## config.mk

```make
export PLATFORM = sky130hd
export DESIGN_NAME = brick_health_mem
export DESIGN_NICKNAME = d
export VERILOG_FILES = /design/src/rtl/brick_health_mem.sv
export SDC_FILE = /design/constraint.sdc
export NUM_CORES = 1
export LEC_CHECK = 0
export BUFFER_PORTS_ARGS = -buffer_cell sky130_fd_sc_hd__buf_2
export CELL_PAD_IN_SITES_DETAIL_PLACEMENT = 2
export CELL_PAD_IN_SITES_GLOBAL_PLACEMENT = 2
export CORE_ASPECT_RATIO = 1.25
export CORE_MARGIN = 2
export CORE_UTILIZATION = 48
export CTS_BUF_LIST = sky130_fd_sc_hd__clkbuf_16
export DETAILED_ROUTE_END_ITERATION = 10
export PLACE_DENSITY = 0.91
export SLEW_MARGIN = 20
export SYNTH_ARGS = -nofsm -noshare
export SYNTH_HDL_FRONTEND = slang
export SYNTH_SLANG_ARGS = --single-unit
```

## constraint.sdc

```tcl
create_clock -name clk -period 16.1 [get_ports clk]
set_clock_uncertainty 0.15 [all_clocks]
set_input_delay 3.22 -clock clk [delete_from_list [all_inputs] [get_ports clk]]
set_output_delay 3.22 -clock clk [all_outputs]
set_load 0.02 [all_outputs]
```

## src/rtl/brick_health_mem.sv

```systemverilog
// ---------------------------------------------------------------------------
// brick_health_mem
//
// Per-brick health store for one level of the brick breaker.
//
// The level loader fills the store through load_we/load_addr/load_health
// while load_complete is low. Raising load_complete freezes the level and
// captures total_health_in as the remaining health. Ball collisions arrive
// as hit requests. Each request is a read-modify-write through a small FSM:
// IDLE -> READ -> CHECK -> RESP. The FSM decrements the brick and the
// remaining total, then reports the outcome on a one-cycle hit_valid strobe.
// A second, read-only port lets the renderer redraw bricks.
//
// Ports
//   clk, resetn        clock, synchronous active-low reset
//   load_we/addr/health loader write stream (ignored while a level is held)
//   load_complete       high while the loaded level is in play
//   total_health_in     level total, captured on load_complete rising
//   hit_req/hit_addr    collision request, accepted when hit_ready
//   hit_ready           FSM idle, level loaded and not yet cleared
//   hit_valid           one-cycle response strobe
//   hit_was_brick       addressed slot held a live brick
//   hit_destroyed       the hit took the brick from 1 to 0
//   hit_new_health      brick health after the hit
//   rd_addr/rd_health   renderer read port, one cycle latency
//   remaining           remaining total health of the level
//   level_clear         level loaded and no health left
// ---------------------------------------------------------------------------

// Protocol invariants of brick_health_mem, kept apart from the datapath.
module brick_health_mem_chk (
    input logic       clk,
    input logic       resetn,
    input logic       state_idle,
    input logic       loaded,
    input logic       hit_ready,
    input logic       hit_valid,
    input logic       hit_was_brick,
    input logic       hit_destroyed,
    input logic [1:0] hit_new_health,
    input logic [9:0] remaining,
    input logic       level_clear
);
    a_valid_one_cycle: assert property (@(posedge clk) disable iff (!resetn)
        hit_valid |=> !hit_valid);

    a_ready_only_idle: assert property (@(posedge clk) disable iff (!resetn)
        hit_ready |-> state_idle);

    a_clear_blocks_hits: assert property (@(posedge clk) disable iff (!resetn)
        level_clear |-> !hit_ready);

    a_destroy_consistent: assert property (@(posedge clk) disable iff (!resetn)
        hit_destroyed |-> (hit_was_brick && (hit_new_health == 2'b00)));

    a_unloaded_empty: assert property (@(posedge clk) disable iff (!resetn)
        !loaded |-> (remaining == 10'd0));
endmodule

module brick_health_mem #(
    parameter int DEPTH  = 128,
    parameter int ADDR_W = 10
) (
    input  logic              clk,
    input  logic              resetn,
    input  logic              load_we,
    input  logic [ADDR_W-1:0] load_addr,
    input  logic [1:0]        load_health,
    input  logic              load_complete,
    input  logic [9:0]        total_health_in,
    input  logic              hit_req,
    input  logic [ADDR_W-1:0] hit_addr,
    output logic              hit_ready,
    output logic              hit_valid,
    output logic              hit_was_brick,
    output logic              hit_destroyed,
    output logic [1:0]        hit_new_health,
    input  logic [ADDR_W-1:0] rd_addr,
    output logic [1:0]        rd_health,
    output logic [9:0]        remaining,
    output logic              level_clear
);
    localparam int IDX_W = (DEPTH > 1) ? $clog2(DEPTH) : 1;
    // One bit wider than the address so DEPTH == 2**ADDR_W still compares correctly.
    localparam logic [ADDR_W:0] DEPTH_LIM = (ADDR_W+1)'(DEPTH);

    typedef enum logic [1:0] {
        S_IDLE  = 2'd0,
        S_READ  = 2'd1,
        S_CHECK = 2'd2,
        S_RESP  = 2'd3
    } state_t;

    // Addresses at or above DEPTH never touch the array. Their low bits
    // would otherwise alias onto real slots.
    function automatic logic addr_in_range(input logic [ADDR_W-1:0] addr);
        return ({1'b0, addr} < DEPTH_LIM);
    endfunction

    state_t            state_r;
    logic              loaded_r;
    logic [ADDR_W-1:0] hit_addr_r;
    logic [1:0]        rd_data_r;
    logic [1:0]        mem_r [DEPTH];

    logic              hit_brick_s;
    logic              mem_we_s;
    logic [IDX_W-1:0]  mem_waddr_s;
    logic [1:0]        mem_wdata_s;

    assign hit_brick_s = (rd_data_r != 2'b00) && addr_in_range(hit_addr_r);
    assign hit_ready   = (state_r == S_IDLE) && loaded_r && !level_clear;
    assign level_clear = loaded_r && (remaining == 10'd0);

    // Select the single writer of the shared port. A hit write-back has
    // priority because it can only overlap a load after load_complete fell
    // mid-hit. Nothing is written while reset is asserted.
    always_comb begin
        mem_we_s    = 1'b0;
        mem_waddr_s = '0;
        mem_wdata_s = 2'b00;
        if (!resetn) begin
            mem_we_s = 1'b0;
        end else if ((state_r == S_CHECK) && hit_brick_s) begin
            mem_we_s    = 1'b1;
            mem_waddr_s = hit_addr_r[IDX_W-1:0];
            mem_wdata_s = rd_data_r - 2'd1;
        end else if (!loaded_r && load_we && addr_in_range(load_addr)) begin
            mem_we_s    = 1'b1;
            mem_waddr_s = load_addr[IDX_W-1:0];
            mem_wdata_s = load_health;
        end else begin
            mem_we_s = 1'b0;
        end
    end

    // Brick health array write port (contents survive reset).
    always_ff @(posedge clk) begin
        if (mem_we_s) begin
            mem_r[mem_waddr_s] <= mem_wdata_s;
        end
    end

    // Renderer read port, out-of-range addresses read as empty.
    always_ff @(posedge clk) begin
        if (!resetn) begin
            rd_health <= 2'b00;
        end else if (addr_in_range(rd_addr)) begin
            rd_health <= mem_r[rd_addr[IDX_W-1:0]];
        end else begin
            rd_health <= 2'b00;
        end
    end

    // Hit FSM with its response registers, plus level loaded/remaining tracking.
    always_ff @(posedge clk) begin
        if (!resetn) begin
            state_r        <= S_IDLE;
            loaded_r       <= 1'b0;
            hit_addr_r     <= '0;
            rd_data_r      <= 2'b00;
            hit_valid      <= 1'b0;
            hit_was_brick  <= 1'b0;
            hit_destroyed  <= 1'b0;
            hit_new_health <= 2'b00;
            remaining      <= 10'd0;
        end else begin
            hit_valid <= 1'b0;

            case (state_r)
                S_IDLE: begin
                    if (hit_req && hit_ready) begin
                        hit_addr_r <= hit_addr;
                        state_r    <= S_READ;
                    end else begin
                        state_r    <= S_IDLE;
                    end
                end
                S_READ: begin
                    rd_data_r <= mem_r[hit_addr_r[IDX_W-1:0]];
                    state_r   <= S_CHECK;
                end
                S_CHECK: begin
                    if (hit_brick_s) begin
                        hit_was_brick  <= 1'b1;
                        hit_new_health <= rd_data_r - 2'd1;
                        hit_destroyed  <= (rd_data_r == 2'd1);
                    end else begin
                        hit_was_brick  <= 1'b0;
                        hit_new_health <= 2'b00;
                        hit_destroyed  <= 1'b0;
                    end
                    state_r <= S_RESP;
                end
                S_RESP: begin
                    // The strobe is registered, so it shows in the idle cycle
                    // after S_RESP.
                    hit_valid <= 1'b1;
                    state_r   <= S_IDLE;
                end
                default: begin
                    state_r <= S_IDLE;
                end
            endcase

            // loaded_r doubles as the delayed copy of load_complete. A level
            // edge overrides a concurrent decrement from an in-flight hit.
            if (load_complete && !loaded_r) begin
                loaded_r  <= 1'b1;
                remaining <= total_health_in;
            end else if (!load_complete && loaded_r) begin
                loaded_r  <= 1'b0;
                remaining <= 10'd0;
            end else if ((state_r == S_CHECK) && hit_brick_s && (remaining != 10'd0)) begin
                remaining <= remaining - 10'd1;
            end else begin
                remaining <= remaining;
            end
        end
    end

    brick_health_mem_chk u_chk (
        .clk            (clk),
        .resetn         (resetn),
        .state_idle     (state_r == S_IDLE),
        .loaded         (loaded_r),
        .hit_ready      (hit_ready),
        .hit_valid      (hit_valid),
        .hit_was_brick  (hit_was_brick),
        .hit_destroyed  (hit_destroyed),
        .hit_new_health (hit_new_health),
        .remaining      (remaining),
        .level_clear    (level_clear)
    );
endmodule

```

; After elaboration in Yosys (flattened, before gate mapping)
; Memory sizes are Yosys's and may differ from the RTL's. A register that Yosys moved wholly into a read port is not among the register bits.
; Index checks and enable logic that the tools add are counted.
[classes]
addsub = 2
order_cmp = 3
n_eq_ne = 4
n_mux = 22
reduce_logical = 24
[ops]
columns = cell, n
row1 = < comparator 10 x 8 -> 1 bit (second input constant), 3
row2 = 2-to-1 mux 10 bit, 3
row3 = 2-to-1 mux 7 bit, 3
row4 = logical AND 1 bit, 11
row5 = 2-to-1 mux 1 bit, 11
row6 = logical NOT 10 bit, 1
row7 = nonzero test 10 bit, 1
row8 = subtractor 10 x 1 -> 10 bit (second input constant), 1
row9 = 2-to-1 mux 2 bit, 4
row10 = one-hot mux 2 bit (4 select lines), 1
row11 = logical NOT 1 bit, 5
row12 = equality test 2 x 1 -> 1 bit (second input constant), 2
row13 = equality test 2 bit (second input constant), 2
row14 = AND reduction 2 bit, 2
row15 = nonzero test 2 bit, 2
row16 = nonzero test 3 bit, 1
row17 = logical NOT 2 bit, 1
row18 = subtractor 2 x 1 -> 2 bit (second input constant), 1
[word_totals]
ff_bits = 28
ram_bits = 256
in_bits = 47
output_inout_bits = 19
word_cells = 64
n_memories = 1
[mem_list]
columns = memory, words, word_bits, read_ports, rd_clocked_by_memory_dff, wr, line
row1 = mem_r, 128, 2, 2, 2, 1, 104  ; logic [1:0] mem_r [DEPTH];

; Logic depth before layout (Yosys ltp)
; Gate-level depths: netlist of run 1.
[depth]
depth_word = 8
ltp_mapped = 12
ltp_nobuf = 8

; Worst setup path after synthesis of run 1
; No wires, ideal clock.
[synth_path]
path_kind = input -> register
from = input port load_addr[9]
to = memory mem_r[0][0] (data pin)
setup_ns = 0.796
t_arrival_ns = 7.148
t_required_ns = 15.154
path_slack_ns = 8.007
cell_stages = 5
path_cell_list = nand2b_1 nor4_1 clkbuf_1 a31oi_1 nor2_1
[synth_between]
elab_chain_cells = 5
[synth_rtl]
columns = element, line
row1 = from (decl), 67  ; input logic [ADDR_W-1:0] load_addr,
row2 = < comparator 10 x 8 -> 1 bit, 97  ; return ({1'b0, addr} < DEPTH_LIM);
row3 = logical AND 1 bit, 128  ; end else if (!loaded_r && load_we && addr_in_range(load_addr)) begin
row4 = 2-to-1 mux 2 bit, 128
row5 = 2-to-1 mux 2 bit, 124  ; end else if ((state_r == S_CHECK) && hit_brick_s) begin
row6 = 2-to-1 mux 2 bit, 122  ; if (!resetn) begin
row7 = net mem_wdata_s[0], 109  ; logic [1:0] mem_wdata_s;
row8 = to (decl), 104
; The timed path passes the listed nets, and every way through them passes these cells.

; Final worst setup path of run 1
[layout_path]
from = input port rd_addr[0]
to = register rd_health[0], read port of mem_r
[layout_between]
elab_chain_cells = 3
[layout_rtl]
columns = element, line
row1 = from (decl), 78  ; input logic [ADDR_W-1:0] rd_addr,
row2 = < comparator 10 x 8 -> 1 bit, 97
row3 = AND reduction 2 bit (no line), --
row4 = logical NOT 1 bit (no line), --
row5 = to (decl), 79  ; output logic [1:0] rd_health,
; Several ways; a longest one is shown, not always the timed one.
; A chain may end at the register's enable or synchronous reset.

==> results of run 1 <==
[synthesized netlist by cell type, types with 3 or more instances]
| cell type | instances | area share |
|---|---|---|
| sky130_fd_sc_hd__a2111oi_0 | 4 | 0.0024 |
| sky130_fd_sc_hd__o21ai_0 | 21 | 0.0073 |
| sky130_fd_sc_hd__buf_4 | 5 | 0.0026 |
| sky130_fd_sc_hd__buf_1 | 8 | 0.0021 |
| sky130_fd_sc_hd__buf_2 | 19 | 0.0066 |
| sky130_fd_sc_hd__nor4_1 | 5 | 0.0022 |
| sky130_fd_sc_hd__nand2_1 | 37 | 0.0097 |
| sky130_fd_sc_hd__edfxtp_1 | 256 | 0.53 |
| sky130_fd_sc_hd__nand4b_1 | 5 | 0.0030 |
| sky130_fd_sc_hd__nor2_1 | 177 | 0.046 |
| sky130_fd_sc_hd__nand4_1 | 4 | 0.0017 |
| sky130_fd_sc_hd__mux2i_1 | 48 | 0.033 |
| sky130_fd_sc_hd__clkbuf_2 | 4 | 0.0014 |
| sky130_fd_sc_hd__a311oi_1 | 4 | 0.0024 |
| sky130_fd_sc_hd__nand3_1 | 14 | 0.0049 |
| sky130_fd_sc_hd__nor3_1 | 8 | 0.0028 |
| sky130_fd_sc_hd__clkbuf_1 | 35 | 0.0091 |
| sky130_fd_sc_hd__and3_1 | 5 | 0.0022 |
| sky130_fd_sc_hd__o22ai_1 | 6 | 0.0026 |
| sky130_fd_sc_hd__and2_1 | 9 | 0.0039 |
| sky130_fd_sc_hd__a21o_1 | 6 | 0.0031 |
| sky130_fd_sc_hd__nor2b_1 | 10 | 0.0044 |
| sky130_fd_sc_hd__ha_1 | 11 | 0.0096 |
| sky130_fd_sc_hd__buf_6 | 4 | 0.0031 |
| sky130_fd_sc_hd__a22oi_1 | 36 | 0.019 |
| sky130_fd_sc_hd__inv_1 | 15 | 0.0039 |
| sky130_fd_sc_hd__a21oi_1 | 32 | 0.011 |
| sky130_fd_sc_hd__o221ai_1 | 4 | 0.0024 |
| sky130_fd_sc_hd__a211oi_1 | 10 | 0.0052 |
| sky130_fd_sc_hd__nand2b_1 | 6 | 0.0026 |
| sky130_fd_sc_hd__mux4_2 | 116 | 0.18 |
| sky130_fd_sc_hd__or2_2 | 3 | 0.0013 |
| sky130_fd_sc_hd__a31oi_1 | 10 | 0.0044 |
| sky130_fd_sc_hd__dfxtp_1 | 32 | 0.045 |
[stage by stage]
stage / instances / instance area [um^2]
final: 1462 / 15900
after global routing: 1462 / 15900
after CTS: 1461 / 15900
after detailed placement: 1405 / 15000
after global placement: 1405 / 15000
after floorplan: 1005 / 14400
[layout make-up]
cell class                      instances  area (um^2)  share of cell area
Clock inverter                         25          169              0.0106
Timing Repair Buffer                   80          453              0.0284
Tap cell                              396          495              0.0311
Clock buffer                           31          776              0.0487
Sequential cell                       288         8330               0.523
Inverter                               15         56.3             0.00353
Multi-Input combinational cell        627         5660               0.355
[final timing paths]
kind,startpoint,end,slack (ps),cells after the start
max,rd_addr[0],rd_health[0]$_SDFF_PN0_,10350,8
min,hit_new_health[0]$_SDFFE_PN0P_,hit_new_health[0]$_SDFFE_PN0P_,390,2
max reg2reg,rd_data_r[0]$_SDFFE_PN0N_,mem_r[25][0]$_DFFE_PP_,11790,8
min reg2reg,hit_new_health[0]$_SDFFE_PN0P_,hit_new_health[0]$_SDFFE_PN0P_,390,2
[where the power goes]
| group | total (mW) | switching [mW] | leakage (nW) | internal, mW |
|---|---|---|---|---|
| clock network | 0.683 | 0.303 | 0.490 | 0.380 |
| logic | 0.126 | 0.0797 | 1.88 | 0.0464 |
| registers | 0.820 | 0.0114 | 3.10 | 0.809 |
[cell families (layout without fill, tap and decap cells)]
kind of cell / Yosys count / in the layout
simple gates: 291 / 291
flops: 288 / 288
mux: 166 / 166
compound gates: 158 / 158
buf+inv: 90 / 151
fa+ha+maj: 11 / 11
xor+xnor: 1 / 1
[metal layers]
metal  routed length (um)  track usage
met5                    0            0
met2                26300        0.582
met3                 4420       0.0571
met1                18300        0.400
met4                 3790        0.217
[registers in the layout, indices dropped and copies added, names as in the netlist]
register / flops
loaded_r: 1
hit_new_health: 2
remaining: 10
mem_r: 256
hit_was_brick: 1
hit_addr_r: 10
state_r: 2
hit_destroyed: 1
rd_data_r: 2
hit_valid: 1
rd_health: 2
[worst max-delay path: cells and delay by family]
kind,cells,cell delay (ps)
buffers and inverters,2,1240
muxes,1,620
AOI/OAI and AO/OA,5,910
==> qor_table.md, run 1 <==
| Quantity | This run | Unit |
|---|---|---|
| Run status | completed | - |
| Post-synth EDFFs | 256 | - |
| Number of buffer cells added on primary ports | 65 | - |
| Power per unit of standard cell area | 102 | nW/um^2 |
| Total number of placement rows | 70 | - |
| Number of different library cells in the post-synthesis netlist | 60 | - |
| Routed len/inst | 36.1 | um |
| Total power | 1.63 | mW |
| Die ar. | 31300 | um^2 |
| Largest stage delay, worst path | 740 | ps |
| Global-route wire length before repair | 77600 | um |
| Post-synthesis compound-gate area fraction | 0.0751 | - |
| Mapped cell area | 14400 | um^2 |
| Dominant combinational cell family by area after synthesis | multiplexers | - |
| Vias after detailed routing | 10300 | - |
| Tcrit/Tclk final | 0.357 | - |
| Clock insertion delay at the later pin of the skew report | 570 | ps |
| Final Hold Fails | 0 | - |
| Clock slew at reported path FFs | 60 | ps |
| Post-synthesis simple-gate area fraction | 0.0895 | - |
| DRT antenna net count | 0 | - |
| Width of the chip | 159 | um |
| Highest-count cells in the layout ignoring fill and taps | sky130_fd_sc_hd__edfxtp_1 (256), sky130_fd_sc_hd__nor2_1 (175), sky130_fd_sc_hd__mux4_2 (116), sky130_fd_sc_hd__buf_2 (64), sky130_fd_sc_hd__mux2i_1 (48) | - |
| Number of sinks driven by the clock tree | 288 | - |
| Headroom to the max-slew limit | 0.257 | - |
| Post-Syn Instances | 1005 | - |
| Post-synthesis average cell area | 14.3 | um^2 |
| Total negative slack for setup checks | 0 | ps |
| Number of global-route vias before repair | 11300 | - |
| Endpoint kind of the worst setup timing path | flip-flop | - |
| Antenna diode instance count | 0 | - |
| Pin count of the biggest net entering global routing | 79 | - |
| Maximum buffer depth of the clock tree | 3 | - |
| Post-CTS Setup Repair Bufs | 0 | - |
| Path category of the worst min-delay check | flip-flop to flip-flop | - |
| Seq/Total Area, Yosys | 0.580 | - |
| Number of nets in the finished design | 1101 | - |
| Standard cell core area | 29300 | um^2 |
| Share of final-layout standard cells stronger than drive strength 1 | 0.244 | - |
| Asr flop ratio synth | 0 | - |
| Last weighted congestion value of the routability-driven placer | 0.862 | - |
| Setup repair after global routing missed its margin | no | - |
| Max-Cap Viols | 0 | - |
| Largest fanout on the critical path | 34 | - |
| Crit path setup slack, layout | 10350 | ps |
| Count of instances resized after the clock tree is built | 0 | - |
| Synth Net Count | 1063 | - |
| Number of antenna violations at the first check in global routing | 0 | - |
| DR iter-0 viols | 1173 | - |
| Startpoint type of the worst setup path | input pin | - |
| Chip Height | 197 | um |
| Total of warnings raised by yosys | 0 | - |
| Half-perimeter wire length of the detailed placement result | 34900 | um |
| Total of flip-flops plus latches after synthesis | 288 | - |
| Final slew viol count | 0 | - |
| Syn-to-layout area delta | 11.0 | % |
| Share of the core filled with cells | 0.543 | - |
| Starting density of the core | 0.490 | - |
| Total grt overflow | 0 | - |
| Number of buffers inserted during clock tree synthesis | 31 | - |
| Cell breakdown of the critical path | buf_4, buf_4, mux4_2, a22oi_1, a21oi_1, a211oi_1, a21o_1, o22ai_1 | - |
| Number of setup violations in the final report | 0 | - |
| Master cell of the clock root buffer | sky130_fd_sc_hd__clkbuf_16 | - |
| Ys flop type | sky130_fd_sc_hd__edfxtp_1 | - |
| Xor and xnor fraction of the mapped netlist area | 0.000609 | - |
| Fillers | 2647 | - |
| Static Leakage | 5.47 | nW |
| Pre-Repair DR Iteration Count | 5 | - |
| CTS hold repair buffers | 0 | - |
| Total Routing Usage GR | 0.339 | - |
| Io pins | 66 | - |
| Vias per Instance | 7.02 | - |
| Post-route DRC violation count | 0 | - |
| Transition at the pin with the smallest max-transition slack | 1120 | ps |
| CTS H-tree lvls | 1 | - |
| Required time of the critical path | 16390 | ps |
| Worst-path cell with the longest stage delay | sky130_fd_sc_hd__buf_4 | - |
| Most common cell on crit path | sky130_fd_sc_hd__buf_4 | - |
| Most common cell after layout, fill and taps aside | sky130_fd_sc_hd__edfxtp_1 | - |
| Critical path start-end classification | input pin to flip-flop | - |
| Highest clock rate | 174 | MHz |
| Largest vdd supply drop | 0.0851 | mV |
| Crit path time final | 5750 | ps |
| TritonCTS clock tree | done | - |
| Detailed Route WL | 52800 | um |
| Hold WS | 387 | ps |
| Post-synthesis share of cell area spent on full adders, half adders and majority gates | 0.00958 | - |
| Data arrival time of the worst path | 6030 | ps |
| Placement-stage worst setup slack | 9820 | ps |
| Post-synthesis mux area share | 0.217 | - |
No activity file was read; power rests on OpenSTA's default activity.
==> run 2: changes to the inputs <==
--- a/config.mk
+++ b/config.mk
@@ -10,10 +10,10 @@
 export CELL_PAD_IN_SITES_GLOBAL_PLACEMENT = 2
 export CORE_ASPECT_RATIO = 1.25
 export CORE_MARGIN = 2
-export CORE_UTILIZATION = 48
+export CORE_UTILIZATION = 41
 export CTS_BUF_LIST = sky130_fd_sc_hd__clkbuf_16
 export DETAILED_ROUTE_END_ITERATION = 10
-export PLACE_DENSITY = 0.91
+export PLACE_DENSITY = 0.83
 export SLEW_MARGIN = 20
 export SYNTH_ARGS = -nofsm -noshare
 export SYNTH_HDL_FRONTEND = slang
==> constraint.sdc (replaced) <==
create_clock -name clk -period 4.61 [get_ports clk]
set_clock_uncertainty 0.15 [all_clocks]
set_input_delay 0.922 -clock clk [delete_from_list [all_inputs] [get_ports clk]]
set_output_delay 0.922 -clock clk [all_outputs]
set_load 0.02 [all_outputs]
==> qor_table.md, run 2 (same netlist as run 1, synthesis figures left out) <==
| Quantity | This run | Unit |
|---|---|---|
| Run status | completed | - |
| Starting density of the core | 0.416 | - |
| Vias after detailed routing | 9763 | - |
| Static Leakage | 5.53 | nW |
| Transition at the pin with the smallest max-transition slack | 1160 | ps |
| Setup repair after global routing missed its margin | no | - |
| Detailed Route WL | 47900 | um |
| Total Routing Usage GR | 0.267 | - |
| Data arrival time of the worst path | 4110 | ps |
| Critical path start-end classification | flip-flop to flip-flop | - |
| Half-perimeter wire length of the detailed placement result | 32600 | um |
| DR iter-0 viols | 796 | - |
| Pre-Repair DR Iteration Count | 5 | - |
| Number of global-route vias before repair | 10700 | - |
| Share of the core filled with cells | 0.467 | - |
| Most common cell after layout, fill and taps aside | sky130_fd_sc_hd__edfxtp_1 | - |
| Chip Height | 213 | um |
| Total power | 5.70 | mW |
| Count of instances resized after the clock tree is built | 0 | - |
| Tcrit/Tclk final | 0.871 | - |
| Global-route wire length before repair | 71000 | um |
| Endpoint, Worst Hold | hit_was_brick$_SDFFE_PN0P_ | - |
| Setup crit start | state_r[0]$_SDFF_PN0_ | - |
| Width of the chip | 171 | um |
| Vias per Instance | 6.34 | - |
| Startpoint of the most critical hold path | hit_was_brick$_SDFFE_PN0P_ | - |
| Number of buffer cells added on primary ports | 65 | - |
| Number of nets in the finished design | 1106 | - |
| Die ar. | 36600 | um^2 |
| Standard cell core area | 34500 | um^2 |
| Total grt overflow | 0 | - |
| Largest vdd supply drop | 0.270 | mV |
| Instance count along the most critical hold path | 2 | - |
| Antenna diode instance count | 0 | - |
| Largest fanout on the critical path | 21 | - |
| Reg2reg setup slack | 600 | ps |
| Io pins | 66 | - |
| Path category of the worst min-delay check | flip-flop to flip-flop | - |
| Worst reg2reg endpoint | mem_r[113][1]$_DFFE_PP_ | - |
| Number of sinks driven by the clock tree | 288 | - |
| Top flop regs | mem_r (256), hit_addr_r (10), remaining (10) | - |
| Number of setup violations in the final report | 0 | - |
| Routed len/inst | 31.1 | um |
| Cell breakdown of the critical path | inv_1, ha_1, or4b_1, or2_4, and3_1, o21ai_1, nand4_2, nor2_1 | - |
| Master cell of the clock root buffer | sky130_fd_sc_hd__clkbuf_16 | - |
| Pin count of the biggest net entering global routing | 129 | - |
| Post-route DRC violation count | 0 | - |
| CTS H-tree lvls | 1 | - |
| Total negative slack for setup checks | 0 | ps |
| Post-CTS Setup Repair Bufs | 0 | - |
| Register-to-Register Path Depth | 8 | - |
| Share of final-layout standard cells stronger than drive strength 1 | 0.244 | - |
| Highest-count cells in the layout ignoring fill and taps | sky130_fd_sc_hd__edfxtp_1 (256), sky130_fd_sc_hd__nor2_1 (175), sky130_fd_sc_hd__mux4_2 (116), sky130_fd_sc_hd__buf_2 (64), sky130_fd_sc_hd__mux2i_1 (48) | - |
| Critical R2R Launch | state_r[0]$_SDFF_PN0_ | - |
| Number of buffers inserted during clock tree synthesis | 30 | - |
| TritonCTS clock tree | done | - |
| Power per unit of standard cell area | 354 | nW/um^2 |
| Startpoint type of the worst setup path | flip-flop | - |
| Max-Cap Viols | 0 | - |
| Clock slew at reported path FFs | 70 | ps |
| Final slew viol count | 0 | - |
| Fillers | 3280 | - |
| Number of antenna violations at the first check in global routing | 1 | - |
| Final Hold Fails | 0 | - |
| Headroom to the max-slew limit | 0.226 | - |
| Number of buffers and inverters on the critical path | 1 | - |
| Required time of the critical path | 4710 | ps |
| Clock insertion delay at the later pin of the skew report | 600 | ps |
| Last weighted congestion value of the routability-driven placer | 0.812 | - |
| DRT antenna net count | 0 | - |
| Endpoint kind of the worst setup timing path | flip-flop | - |
| Highest clock rate | 249 | MHz |
| Worst-path cell with the longest stage delay | sky130_fd_sc_hd__nand4_2 | - |
| Worst path top cell family by delay | simple AND/OR/NAND/NOR gates | - |
| Syn-to-layout area delta | 12.1 | % |
| Largest stage delay, worst path | 810 | ps |
| Crit path time final | 4010 | ps |
| Register with the most flip-flops | mem_r | - |
| CTS hold repair buffers | 0 | - |
| Total number of placement rows | 76 | - |
| Number of flip-flops in the largest register | 256 | - |
| Maximum buffer depth of the clock tree | 3 | - |
run 2: layout make-up:
class	instances	area [um^2]	area share
clock buffer	31	776	0.0481
clock inverter	24	178	0.0110
multi-input combinational	627	5650	0.351
sequential	288	8330	0.517
tap	468	586	0.0363
inverter	15	56.3	0.00349
timing repair buffer	86	536	0.0332
run 2: routing by layer:
metal  track usage  vias up  routed length, um
li1              -     4065                  -
met1         0.325     5104              18100
met2         0.473      462              24700
met3        0.0386      130               2930
met4         0.117        2               2150
met5             0        -                 13
run 2: metrics by stage:
stage / instance area (um^2) / hold WS (ps) / instances / setup slack (ps)
finish: 16100 / 353 / 1539 / 596
global route: 16100 / 394 / 1539 / 446
CTS: 16100 / 362 / 1539 / 645
detailed placement: 15200 / 347 / 1484 / 593
global placement: 15200 / 327 / 1484 / 962
floorplan: 14400 / 302 / 1005 / 172
run 2: worst register-to-register path: cells and delay by family (launching register included):
| family | cells | cell delay (ps) |
|---|---|---|
| compound gates | 1 | 350 |
| simple gates | 5 | 2520 |
| buf+inv | 1 | 110 |
| fa+ha+maj | 1 | 210 |
| flops | 1 | 330 |
run 2: worst max-delay path by stage:
stage                                          to  slack [ps]  cells after the start
after floorplan             mem_r[0][0]$_DFFE_PP_         170                      5
after global routing      mem_r[113][1]$_DFFE_PP_         450                      8
after detailed placement  mem_r[111][1]$_DFFE_PP_         590                      7
final                     mem_r[113][1]$_DFFE_PP_         600                      8
after global placement     mem_r[79][0]$_DFFE_PP_         960                      7
after CTS                 mem_r[113][1]$_DFFE_PP_         640                      8
run 2: power by group:
part           internal [mW]  total, mW  switching [mW]
combinational          0.165      0.429           0.265
clock                   1.37       2.41            1.04
sequential              2.82       2.86          0.0359
total                   4.36       5.70            1.34
==> run 3: changes to the inputs <==
--- a/config.mk
+++ b/config.mk
@@ -6,11 +6,9 @@
 export NUM_CORES = 1
 export LEC_CHECK = 0
 export BUFFER_PORTS_ARGS = -buffer_cell sky130_fd_sc_hd__buf_2
-export CELL_PAD_IN_SITES_DETAIL_PLACEMENT = 2
-export CELL_PAD_IN_SITES_GLOBAL_PLACEMENT = 2
 export CORE_ASPECT_RATIO = 1.25
 export CORE_MARGIN = 2
-export CORE_UTILIZATION = 41
+export CORE_UTILIZATION = 56
 export CTS_BUF_LIST = sky130_fd_sc_hd__clkbuf_16
 export DETAILED_ROUTE_END_ITERATION = 10
 export PLACE_DENSITY = 0.83
==> qor_table.md, run 3 (same netlist as run 1, synthesis figures left out) <==
| Quantity | This run | Unit |
|---|---|---|
| Number of buffer cells added on primary ports | 65 | - |
| Number of flip-flops in the largest register | 256 | - |
| Crit path time final | 3650 | ps |
| Width of the chip | 147 | um |
| Number of sinks driven by the clock tree | 288 | - |
| Headroom to the max-slew limit | 0.292 | - |
| Number of buffers inserted during clock tree synthesis | 27 | - |
| Setup repair after global routing missed its margin | no | - |
| Tcrit/Tclk final | 0.792 | - |
| Vias per Instance | 7.02 | - |
| Pin count of the biggest net entering global routing | 129 | - |
| Half-perimeter wire length of the detailed placement result | 25200 | um |
| Last weighted congestion value of the routability-driven placer | 0.949 | - |
| Total negative slack for setup checks | 0 | ps |
| Master cell of the clock root buffer | sky130_fd_sc_hd__clkbuf_16 | - |
| Die ar. | 27000 | um^2 |
| Hold WS | 352 | ps |
| Highest-count cells in the layout ignoring fill and taps | sky130_fd_sc_hd__edfxtp_1 (256), sky130_fd_sc_hd__nor2_1 (175), sky130_fd_sc_hd__mux4_2 (116), sky130_fd_sc_hd__buf_2 (64), sky130_fd_sc_hd__mux2i_1 (48) | - |
| CTS H-tree lvls | 1 | - |
| Startpoint type of the worst setup path | flip-flop | - |
| Reg area | 8330 | um^2 |
| Max-Cap Viols | 0 | - |
| Most common cell after layout, fill and taps aside | sky130_fd_sc_hd__edfxtp_1 | - |
| Starting density of the core | 0.570 | - |
| Detailed Route WL | 38300 | um |
| Multi-input gate area in the final layout | 5650 | um^2 |
| DRT antenna net count | 0 | - |
| Post-CTS Setup Repair Bufs | 0 | - |
| Critical path start-end classification | flip-flop to flip-flop | - |
| CTS hold repair buffers | 0 | - |
| Antenna diode instance count | 0 | - |
| Largest stage delay, worst path | 590 | ps |
| Final slew viol count | 0 | - |
| Largest fanout on the critical path | 21 | - |
| Maximum buffer depth of the clock tree | 3 | - |
| Number of antenna violations at the first check in global routing | 0 | - |
| TritonCTS clock tree | done | - |
| DR iter-0 viols | 1378 | - |
| Global-route wire length before repair | 58100 | um |
| Path category of the worst min-delay check | flip-flop to flip-flop | - |
| Instance count along the most critical hold path | 2 | - |
| Total Routing Usage GR | 0.285 | - |
| Post-route DRC violation count | 0 | - |
| Largest vdd supply drop | 0.231 | mV |
| Standard cell core area | 25200 | um^2 |
| Required time of the critical path | 4690 | ps |
| Static Leakage | 5.49 | nW |
| Highest clock rate | 274 | MHz |
| Worst-path cell with the longest stage delay | sky130_fd_sc_hd__or4b_1 | - |
| Chip Height | 183 | um |
| Clock insertion delay at the later pin of the skew report | 540 | ps |
| Share of final-layout standard cells stronger than drive strength 1 | 0.247 | - |
| Transition at the pin with the smallest max-transition slack | 1060 | ps |
| Data arrival time of the worst path | 3730 | ps |
| Routed len/inst | 27.3 | um |
| Total grt overflow | 0 | - |
| Clock slew at reported path FFs | 70 | ps |
| Final Hold Fails | 0 | - |
| Number of setup violations in the final report | 0 | - |
| Peak-usage layer in the global routing report | met2 | - |
| Register-to-Register Path Depth | 9 | - |
| Fillers | 1735 | - |
| Count of instances resized after the clock tree is built | 0 | - |
| Grt met3 use | 0.0547 | - |
| Io pins | 66 | - |
| Register with the most flip-flops | mem_r | - |
| Syn-to-layout area delta | 10.8 | % |
| Number of nets in the finished design | 1104 | - |
| Power per unit of standard cell area | 353 | nW/um^2 |
| Met1 usage in global routing | 0.338 | - |
| Run status | completed | - |
| Pre-Repair DR Iteration Count | 5 | - |
| Top flop regs | mem_r (256), hit_addr_r (10), remaining (10) | - |
| Number of global-route vias before repair | 10100 | - |
| Endpoint kind of the worst setup timing path | flip-flop | - |
| Vias after detailed routing | 9842 | - |
| Cell breakdown of the critical path | inv_1, ha_1, or4b_1, or2_4, and3_1, o21ai_1, nand4_2, buf_4, nor2_1 | - |
| Total number of placement rows | 65 | - |
| Fraction of met2 tracks used by global routing | 0.489 | - |
[run 3: cell types whose count changed in the layout (fill, tap and decap cells not counted)]
cell / change
sky130_fd_sc_hd__dfxtp_2: -1
sky130_fd_sc_hd__buf_4: +2
sky130_fd_sc_hd__clkinvlp_4: +2
sky130_fd_sc_hd__clkinv_4: +1
sky130_fd_sc_hd__bufinv_16: +3
sky130_fd_sc_hd__clkbuf_16: -4
sky130_fd_sc_hd__dfxtp_1: +1
sky130_fd_sc_hd__inv_1: -8
sky130_fd_sc_hd__buf_12: -1
[run 3: routing by layer]
metal / share of wire / vias to the layer above
met4: 0.068 / 0
met5: 0 / -
met1: 0.33 / 4831
li1: - / 4048
met3: 0.10 / 192
met2: 0.50 / 771
[run 3: path summary, 6_finish.rpt]
path	start	end	slack (ps)
max reg2reg	rd_data_r[0]$_SDFFE_PN0N_	mem_r[113][1]$_DFFE_PP_	960
min	hit_new_health[1]$_SDFFE_PN0P_	hit_new_health[1]$_SDFFE_PN0P_	350
min reg2reg	hit_new_health[1]$_SDFFE_PN0P_	hit_new_health[1]$_SDFFE_PN0P_	350
max	rd_data_r[0]$_SDFFE_PN0N_	mem_r[113][1]$_DFFE_PP_	960
[run 3: layout make-up]
| type | count | share of cell area |
|---|---|---|
| clock buffers | 27 | 0.0424 |
| multi-input cells | 627 | 0.355 |
| flip-flops and latches | 288 | 0.523 |
| repair buffers | 87 | 0.0333 |
| clock inverters | 22 | 0.0164 |
| inverters | 15 | 0.00354 |
| well taps | 335 | 0.0263 |
[run 3: worst max-delay path, delay by kind of cell, from the launching register on]
kind                     cells  cell delay, ps
AO/OA/AOI/OAI                1             300
adder cells (fa/ha/maj)      1             190
buffers and inverters        2             460
flip-flops                   1             390
AND/OR/NAND/NOR              5            1840
[run 3: power by group]
group	internal [mW]	switching (mW)	leakage (nW)
combinational	0.164	0.246	1.93
clock	1.40	0.950	0.462
sequential	2.82	0.0357	3.10
[run 3: per-stage QoR]
stage / area (um^2) / std cells / setup WS (ps) / util / total power [mW]
after floorplan: 14400 / 1005 / 172 / - / 3.19
after global placement: 15000 / 1352 / 1090 / 0.594 / 3.30
after detailed placement: 15000 / 1352 / 1030 / 0.594 / 3.31
after CTS: 15900 / 1401 / 1020 / 0.632 / 5.63
after global routing: 15900 / 1401 / 800 / 0.632 / 5.76
final: 15900 / 1401 / 958 / 0.632 / 5.62
